$ cat src/rtl/trg_link_pkg.sv
// trg_link_pkg -- shared definitions for the trigger link (receive and transmit side).
//   K-character codes used in the frame header byte, the per-byte K-flag
//   patterns, the link state encoding and the frame-flag bundle.
package trg_link_pkg;

    localparam logic [7:0] K28_5 = 8'hBC;   // normal frame
    localparam logic [7:0] K28_1 = 8'h3C;   // overflow
    localparam logic [7:0] K28_3 = 8'h7C;   // BC0
    localparam logic [7:0] K28_7 = 8'hFC;   // resync

    localparam logic [1:0] ISK_HDR  = 2'b01; // header word: low byte is a K char
    localparam logic [1:0] ISK_DATA = 2'b00; // payload word: no K chars

    typedef enum logic [1:0] {
        ST_UNLOCKED = 2'd0,
        ST_SYNCING  = 2'd1,
        ST_LOCKED   = 2'd2
    } link_state_t;

    typedef struct packed {
        logic overflow;
        logic bc0;
        logic resync;
    } frame_flags_t;

endpackage

$ cat src/rtl/trg_link_hdr_decode.sv
// trg_link_hdr_decode -- purely combinational frame-header classifier.
//   k_char   in  8  low byte of the candidate W0 word
//   isk      in  2  per-byte K flags of that word
//   hdr_good out 1  word is a valid frame header
//   flags    out 3  overflow / bc0 / resync decoded from the K char (0 unless hdr_good)
module trg_link_hdr_decode
    import trg_link_pkg::*;
(
    input  logic [7:0]   k_char,
    input  logic [1:0]   isk,
    output logic         hdr_good,
    output frame_flags_t flags
);

    always_comb begin
        hdr_good = 1'b0;
        flags    = '0;
        if (isk == ISK_HDR) begin
            case (k_char)
                K28_5: hdr_good = 1'b1;
                K28_1: begin hdr_good = 1'b1; flags.overflow = 1'b1; end
                K28_3: begin hdr_good = 1'b1; flags.bc0      = 1'b1; end
                K28_7: begin hdr_good = 1'b1; flags.resync   = 1'b1; end
                default: ;
            endcase
        end
    end

endmodule

$ cat src/rtl/trg_link_rx.sv
// trg_link_rx -- trigger link receiver: frame alignment, lock tracking and
// payload reassembly of 4-word (one BX) frames from an 8b10b MGT.
//   clk_160     in   1  receive clock, everything on its rising edge
//   reset       in   1  synchronous, active-high
//   rx_data     in  16  decoded word, low byte first
//   rx_isk      in   2  per-byte K flags (bit0 -> rx_data[7:0])
//   rx_ready    in   1  MGT ready; low forces UNLOCKED and clears counters
//   gem_data    out 56  reassembled payload, held between valid_o strobes
//   overflow_o, bc0_o, resync_o out 1  header flags of the last valid frame
//   valid_o     out  1  strobe: new error-free frame
//   locked_o    out  1  link is LOCKED
//   frame_err_o out  1  strobe: one per errored frame
//   err_cnt     out 16  saturating frame-error count
// Build option: define TRG_LINK_RX_ERR_CNT_EN to build the error counter;
// otherwise err_cnt is tied to zero.
module trg_link_rx
    import trg_link_pkg::*;
#(
    parameter int LOCK_COUNT   = 4,
    parameter int UNLOCK_COUNT = 3
) (
    input  logic        clk_160,
    input  logic        reset,
    input  logic [15:0] rx_data,
    input  logic [1:0]  rx_isk,
    input  logic        rx_ready,
    output logic [55:0] gem_data,
    output logic        overflow_o,
    output logic        bc0_o,
    output logic        resync_o,
    output logic        valid_o,
    output logic        locked_o,
    output logic        frame_err_o,
    output logic [15:0] err_cnt
);

    localparam int GOOD_W = $clog2(LOCK_COUNT + 1);
    localparam int BAD_W  = $clog2(UNLOCK_COUNT + 1);

    link_state_t       state_q, state_d;
    logic [1:0]        idx_q, idx_d;
    logic [GOOD_W-1:0] good_q, good_d;
    logic [BAD_W-1:0]  bad_q, bad_d;
    logic              hdr_lock_q, hdr_lock_d; // this frame's W0 arrived while LOCKED
    logic              frm_err_q, frm_err_d;   // this frame already reported an error
    logic              vld_d, ferr_d;
    logic              vld_p1, ferr_p1;
    logic              hdr_good, word_err;
    frame_flags_t      hdr_flags, flags_p0;
    logic [7:0]        w0_hi_p0;
    logic [15:0]       w1_p0, w2_p0;

    trg_link_hdr_decode u_hdr_decode (
        .k_char   (rx_data[7:0]),
        .isk      (rx_isk),
        .hdr_good (hdr_good),
        .flags    (hdr_flags)
    );

    // W0 must be a header; W1..W3 must carry no K chars (a stray header counts as an error).
    assign word_err = (idx_q == 2'd0) ? !hdr_good : (rx_isk != ISK_DATA);

    always_comb begin
        state_d    = state_q;
        idx_d      = idx_q + 2'd1;
        good_d     = good_q;
        bad_d      = bad_q;
        hdr_lock_d = hdr_lock_q;
        frm_err_d  = frm_err_q;
        vld_d      = 1'b0;
        ferr_d     = 1'b0;
        if (!rx_ready) begin
            state_d    = ST_UNLOCKED;
            idx_d      = 2'd0;
            good_d     = '0;
            bad_d      = '0;
            hdr_lock_d = 1'b0;
            frm_err_d  = 1'b0;
        end else begin
            unique case (state_q)
                ST_UNLOCKED: begin
                    idx_d = 2'd0;
                    if (hdr_good) begin
                        state_d = ST_SYNCING;
                        idx_d   = 2'd1;
                        good_d  = GOOD_W'(1);
                    end
                end
                ST_SYNCING: begin
                    if (word_err) begin
                        state_d = ST_UNLOCKED;
                        idx_d   = 2'd0;
                        good_d  = '0;
                        ferr_d  = 1'b1;
                    end else if (idx_q == 2'd0) begin
                        good_d = good_q + GOOD_W'(1);
                        if (good_d == GOOD_W'(LOCK_COUNT)) begin
                            // The frame whose header completed the lock is not delivered.
                            state_d    = ST_LOCKED;
                            bad_d      = '0;
                            hdr_lock_d = 1'b0;
                            frm_err_d  = 1'b0;
                        end
                    end
                end
                ST_LOCKED: begin
                    if (idx_q == 2'd0) begin
                        hdr_lock_d = 1'b1;
                        frm_err_d  = 1'b0;
                    end
                    if (word_err && (idx_q == 2'd0 || !frm_err_q)) begin
                        ferr_d    = 1'b1;
                        frm_err_d = 1'b1;
                        bad_d     = bad_q + BAD_W'(1);
                        if (bad_d == BAD_W'(UNLOCK_COUNT)) begin
                            state_d    = ST_UNLOCKED;
                            idx_d      = 2'd0;
                            good_d     = '0;
                            bad_d      = '0;
                            hdr_lock_d = 1'b0;
                        end
                    end else if (idx_q == 2'd3 && !word_err && !frm_err_q) begin
                        bad_d = '0;
                        vld_d = hdr_lock_q;
                    end
                end
                default: begin
                    state_d = ST_UNLOCKED;
                    idx_d   = 2'd0;
                end
            endcase
        end
    end

    always_ff @(posedge clk_160) begin
        if (reset) begin
            state_q    <= ST_UNLOCKED;
            idx_q      <= 2'd0;
            good_q     <= '0;
            bad_q      <= '0;
            hdr_lock_q <= 1'b0;
            frm_err_q  <= 1'b0;
            vld_p1     <= 1'b0;
            ferr_p1    <= 1'b0;
        end else begin
            state_q    <= state_d;
            idx_q      <= idx_d;
            good_q     <= good_d;
            bad_q      <= bad_d;
            hdr_lock_q <= hdr_lock_d;
            frm_err_q  <= frm_err_d;
            vld_p1     <= vld_d;
            ferr_p1    <= ferr_d;
        end
    end

    // Stage p0: capture W0..W2 of the frame in flight.
    always_ff @(posedge clk_160) begin
        if (idx_q == 2'd0) begin
            w0_hi_p0 <= rx_data[15:8];
            flags_p0 <= hdr_flags;
        end
        if (idx_q == 2'd1) w1_p0 <= rx_data;
        if (idx_q == 2'd2) w2_p0 <= rx_data;
    end

    // Stage p1: publish the frame together with W3, only on a valid strobe.
    always_ff @(posedge clk_160) begin
        if (reset) begin
            gem_data                       <= '0;
            {overflow_o, bc0_o, resync_o}  <= '0;
        end else if (vld_d) begin
            gem_data                       <= {w0_hi_p0, w1_p0, w2_p0, rx_data};
            {overflow_o, bc0_o, resync_o}  <= flags_p0;
        end
    end

    assign valid_o     = vld_p1;
    assign frame_err_o = ferr_p1;
    assign locked_o    = (state_q == ST_LOCKED);

`ifdef TRG_LINK_RX_ERR_CNT_EN
    function automatic logic [15:0] sat_inc16(input logic [15:0] v);
        return (v == 16'hFFFF) ? v : v + 16'd1;
    endfunction

    logic [15:0] err_cnt_q;

    always_ff @(posedge clk_160) begin
        if (reset || !rx_ready) begin
            err_cnt_q <= '0;
        end else if (ferr_d) begin
            err_cnt_q <= sat_inc16(err_cnt_q);
        end
    end

    assign err_cnt = err_cnt_q;
`else
    assign err_cnt = '0;
`endif

endmodule

$ cat config.mk
export PLATFORM = sky130hd
export DESIGN_NAME = trg_link_rx
export DESIGN_NICKNAME = d
export VERILOG_FILES = /design/src/rtl/trg_link_pkg.sv /design/src/rtl/trg_link_hdr_decode.sv /design/src/rtl/trg_link_rx.sv
export SDC_FILE = /design/constraint.sdc
export NUM_CORES = 1
export LEC_CHECK = 0
export CORE_MARGIN = 10
export CORE_UTILIZATION = 54
export CTS_CLUSTER_SIZE = 16
export DETAILED_ROUTE_END_ITERATION = 12
export GPL_TIMING_DRIVEN = 0
export PLACE_DENSITY = 0.93
export SLEW_MARGIN = 20
export SYNTH_ARGS = -nofsm -noshare
export SYNTH_HDL_FRONTEND = slang
export SYNTH_HIERARCHICAL = 1
export SYNTH_SLANG_ARGS = --single-unit
$ cat constraint.sdc
create_clock -name clk_160 -period 6.68 [get_ports clk_160]
set_input_delay 0.668 -clock clk_160 [delete_from_list [all_inputs] [get_ports clk_160]]
set_output_delay 0.668 -clock clk_160 [all_outputs]
set_load 0.02 [all_outputs]
* Word-level counts from Yosys, hierarchy flattened
Cells that the tools add are included.
Word-level totals: input port bits 21, word-level logic and storage cells 111, output and inout port bits 78, bits in registers 115
Operators by class: add/subtract/negate cells 3, multiplexer cells 48, bitwise operators 1, reductions and logical operators 19, equal/unequal tests 22
Operators by type and width (count):
- two-way mux 2 bit | 15
- two-way mux 1 bit | 21
- AND reduction 5 bit | 4
- equality test 8 bit (second input constant) | 2
- two-way mux 3 bit | 5
- case mux 2 bit (3 select lines) | 2
- case mux 3 bit (3 select lines) | 1
- equality test 2 bit (second input constant) | 4
- equality test 8 x 6 -> 1 bit (second input constant) | 1
- equality test 8 x 7 -> 1 bit (second input constant) | 1
- != test 2 bit (second input constant) | 4
- equality test 2 x 1 -> 1 bit (second input constant) | 3
- != test 3 x 1 -> 1 bit (second input constant) | 2
- != test 3 bit (second input constant) | 2
- case mux 1 bit (2 select lines) | 3
- adder 2 x 1 -> 2 bit (second input constant) | 2
- zero test 2 bit | 2
- != test 2 x 1 -> 1 bit (second input constant) | 2
- case mux 2 bit (2 select lines) | 1
- AND reduction 4 bit | 1
- nonzero test 2 bit | 2
- OR reduction 4 bit | 1
- adder 3 x 1 -> 3 bit (second input constant) | 1
- equality test 3 bit (second input constant) | 1
- 6 further kinds | 10

* Depth between registers and ports, before layout
depth after elaboration 13, gate-level depth with buffers 9

* Cells and area by module
Netlist, hierarchy kept.
Modules (own cells, without submodules):
- trg_link_rx | times used 1, seq. area each 2732.6 um^2, cells an instance 358, area an instance 4503.1 um^2
- trg_link_hdr_decode | times used 1, seq. area each 0.0 um^2, cells an instance 8, area an instance 63.8 um^2

* Least setup slack after synthesis
No wires, ideal clock.
path kind input port to flip-flop, start input rx_data[0], end register bc0_o, arrival 2048 ps, stages 8, slack 4504 ps, path through nand4bb_1 -> nor2_1 -> nand2_1 -> a211oi_2 -> buf_6 -> buf_12 -> mux2i_1 -> nor2_1
On the way: word-level cells in the longest chain between the ends 13, elaborated cells between the ends (all ways) 17
RTL lines:
- start: declaration | line trg_link_rx.sv:24 | input logic [15:0] rx_data,
- equality test 8 bit, or another cell as far along | line trg_link_hdr_decode.sv:19 | case (k_char)
- OR reduction 4 bit (no line) *
- two-way mux 1 bit * | line trg_link_hdr_decode.sv:19
- two-way mux 1 bit * | line trg_link_hdr_decode.sv:18 | if (isk == ISK_HDR) begin
- named net hdr_good | line trg_link_rx.sv:48 | logic hdr_good, word_err;
- zero test 1 bit * | line trg_link_rx.sv:61 | assign word_err = (idx_q == 2'd0) ? !hdr_good : (rx_isk != ISK_DATA);
- two-way mux 1 bit * | line trg_link_rx.sv:61
- zero test 1 bit | line trg_link_rx.sv:122 | end else if (idx_q == 2'd3 && !word_err && !frm_err_q) begin
- logical AND 1 bit (2 in series) | line trg_link_rx.sv:122
- two-way mux 1 bit | line trg_link_rx.sv:122
- two-way mux 1 bit * | line trg_link_rx.sv:111 | if (word_err && (idx_q == 2'd0 || !frm_err_q)) begin
- two-way mux 1 bit * | line trg_link_rx.sv:80 | unique case (state_q)
- two-way mux 1 bit * | line trg_link_rx.sv:72 | if (!rx_ready) begin
- end signal: assignment | line trg_link_rx.sv:174 | {overflow_o, bc0_o, resync_o} <= flags_p0;
- end: declaration | line trg_link_rx.sv:29 | output logic bc0_o,
The timed path passes the listed nets; every way through them passes the cells marked *. A chain may end at the register's enable or synchronous reset.

* Worst setup path after layout
start input rx_data[1], end register bc0_o
Same word-level chain as after synthesis.

==> impl_metrics.toml <==
[pwr]
power_density_nw_per_um2 = 275
ir_worst_vdd_mv = 0.168
p_leak_nw = 2.21

[cts]
clockBufferDepth = 2
cts-htree-levels = 4
clkSinkCount = 115
postCtsHoldBufs = 0
clk_pin_slew_worst_paths_ns = 0.06
cts_tree = "done"
cts_inserted_buffers = 17
clk_latency_ns = 0.51
post_cts_resized = 0
post_cts_buffers = 0
ctsRootBufferMaster = "clkbuf_8"

[sta]
period_needed_ns = 2.77
hold_violations = 0
holdWs_ns = 0.489
tightest_slew_ns = 0.855
rsz0062_at_grt = "false"
finalSetupTns_ns = 0
setup_violations = 0
maxSlewHeadroom_pct = 43.0
setup_slack_ns = 3.91
drv_slew = 0
post-route-period-util_pct = 41.5
max_freq_mhz = 361
finClkSkew_ns = 0.00626

[worst_setup_path]
cp-start-kind = "input pin"
crit_required_ns = 7.04
cp.arrival_ns = 3.14
reg2reg_from = "idx_q[0]$_SDFF_PP0_"
crit_fanout = 10
path_cells = "clkdlybuf4s50_1, nand4bb_1, nor2_1, nand2_1, a211oi_2, buf_6, buf_12, mux2i_1, nor2_1"
criticalPathCategory = "in -> reg"
end_kind = "register"
cpPeakStageDelay_ns = 0.50
r2r_setup_slack_ns = 4.00
rr_worst_depth = 9
r2r-end = "bc0_o$_SDFFE_PP0P_"
cp-endpoint = "bc0_o$_SDFFE_PP0P_"
slowest_stage = "clkdlybuf4s50_1"
crit_top_cell = "nor2_1"
crit_start = "rx_data[1]"

[synth]
ys_warn_count = 6
avgSynthCellArea_um2 = 12.5
yosysTopAreaCell = "dfxtp_1"
synth_cell_type_count = 43
synth_top_family_by_area = "multiplexers"
post-synth-top-area-fraction_pct = 31.6
synth_compound_area_share_pct = 5.59
yosysSeqAreaShare_pct = 59.8
synth-main-ff-cell = "dfxtp_1"
synth_edf_count = 43
synth_adder_area_share_pct = 3.01
synthSimpleGateAreaFrac_pct = 10.3
syn_area_um2 = 4570
synth_xor_area_share_pct = 0.192
synth.area.mux_share_pct = 13.8
synth_area_leaders = "dfxtp_1, edfxtp_1, mux2i_1"
syn_inst = 366
synth-async-reset-ratio_pct = 0
ys_ff_latch = 115

[finish]
syn_to_final_growth_pct = 35.4
final_cell_area_um2 = 6180
final_cell_mix = "clkdlybuf4s50_1, dfxtp_1, mux2i_1, nor2_1, edfxtp_1"
n_antenna_cell = 0
nNetsFinal = 513
fill_cells = 520
layout-drive-gt1-share_pct = 12.1
layout_commonest_cell = "clkdlybuf4s50_1"

[placed_design]
post-place-ws_ns = 3.58
place_congestion = 0.984
hpwl_mm = 7.92
placed_cell_area_um2 = 5570
port_buffers = 81

[status]
outcome = "complete, no violations"

[grt]
grt_pass1_vias = 3494
grt_overflow_total = 0
grt_max_degree = 17
grt_pass1_wl_mm = 18.9
track_usage_pct = 18.8
antenna_found_initial = 0

[drt]
post_drt_wl_per_cell_um = 19.8
via_per_inst = 5.48
num_vias = 3281
drc = 0
postRouteAntennaNets = 0
finalWirelength_mm = 11.9
first_iter_violations = 251
first_pass_iters = 5

[floorplan]
die_h_um = 112
io_pins = 99
die_area_um2 = 12500
core.rowCount = 33
start_util_pct = 55.6
fp.dieW_um = 112
core_um2 = 8220

[worst_hold_path]
hp-start = "w1_p0[7]$_DFFE_PN_"
hold_class = "reg -> reg"
min_path_cells = 2

[job]
drv_cap = 0
==> worst max-delay path: cells and delay by family <==
| kind | cells | cell delay, ns |
|---|---|---|
| compound gates | 1 | 0.26 |
| simple gates | 4 | 1.08 |
| mux | 1 | 0.24 |
| buf+inv | 3 | 0.88 |
==> cell type report <==
type,instances,area [um2],area share [%]
buffer,33,290,4.69
multi-input combinational,223,1560,25.3
clock inverter,12,140,2.27
timing repair buffer,81,811,13.1
tap,105,131,2.12
clock buffer,20,478,7.73
inverter,10,37.5,0.607
sequential,115,2730,44.2
==> synth_stat cells (2+ instances only) <==
| cell type | count |
|---|---|
| nand4_1 | 3 |
| o21ai_0 | 3 |
| nor2_1 | 62 |
| a32o_1 | 3 |
| clkbuf_1 | 9 |
| nand2_1 | 13 |
| buf_4 | 16 |
| nor3_1 | 2 |
| a21oi_1 | 6 |
| nor2b_1 | 3 |
| inv_1 | 10 |
| a211oi_1 | 3 |
| nor4_1 | 4 |
| o311a_1 | 2 |
| edfxtp_1 | 43 |
| nand2b_1 | 5 |
| ha_1 | 11 |
| mux2i_1 | 63 |
| o31ai_1 | 2 |
| a21boi_0 | 2 |
| and3_1 | 3 |
| dfxtp_1 | 72 |
| buf_12 | 6 |
==> through the flow <==
stage | instances | power (mW) | utilization, %
finish | 599 | 1.70 | 75.3
global route | 599 | 1.75 | 75.3
CTS | 599 | 1.71 | 75.3
detailed placement | 567 | 0.792 | 67.7
global placement | 567 | 0.791 | 67.7
floorplan | 381 | 0.769 | -
==> kinds of logic (layout without fill, tap and decap cells) <==
| group | Yosys count | after routing |
|---|---|---|
| mux | 63 | 63 |
| buf+inv | 43 | 156 |
| other cells | 1 | 16 |
| compound gates | 31 | 31 |
| simple gates | 101 | 101 |
| fa+ha+maj | 11 | 11 |
| xor+xnor | 1 | 1 |
| flops | 115 | 115 |
==> how the worst min path moves through the flow <==
stage,slack (ns),end
floorplan,0.46,bc0_o$_SDFFE_PP0P_
global placement,0.46,gem_data[45]$_SDFFE_PP0P_
detailed placement,0.47,gem_data[47]$_SDFFE_PP0P_
CTS,0.50,gem_data[32]$_SDFFE_PP0P_
global route,0.52,resync_o$_SDFFE_PP0P_
finish,0.49,gem_data[39]$_SDFFE_PP0P_
==> registers in the layout (all words and copies together) (netlist names), 2 cells and up <==
signal and cells:
bad_q 2, flags_p0 3, gem_data 56, good_q 3, idx_q 2, state_q 2
w0_hi_p0 8, w1_p0 16, w2_p0 16
==> routing by layer <==
| layer | vias up | wire [um] | GRT usage [%] |
|---|---|---|---|
| met5 | - | 0 | 0 |
| met4 | 0 | 231 | 6.77 |
| met3 | 26 | 940 | 6.01 |
| met2 | 164 | 6170 | 33.5 |
| met1 | 1596 | 4520 | 20.4 |
| li1 | 1495 | - | - |
==> power by group <==
| part | internal, mW | switching [mW] |
|---|---|---|
| Combinational | 0.0193 | 0.0300 |
| Sequential | 0.729 | 0.00104 |
| Clock | 0.590 | 0.334 |
Note: power is estimated with default switching activity, not from simulation.
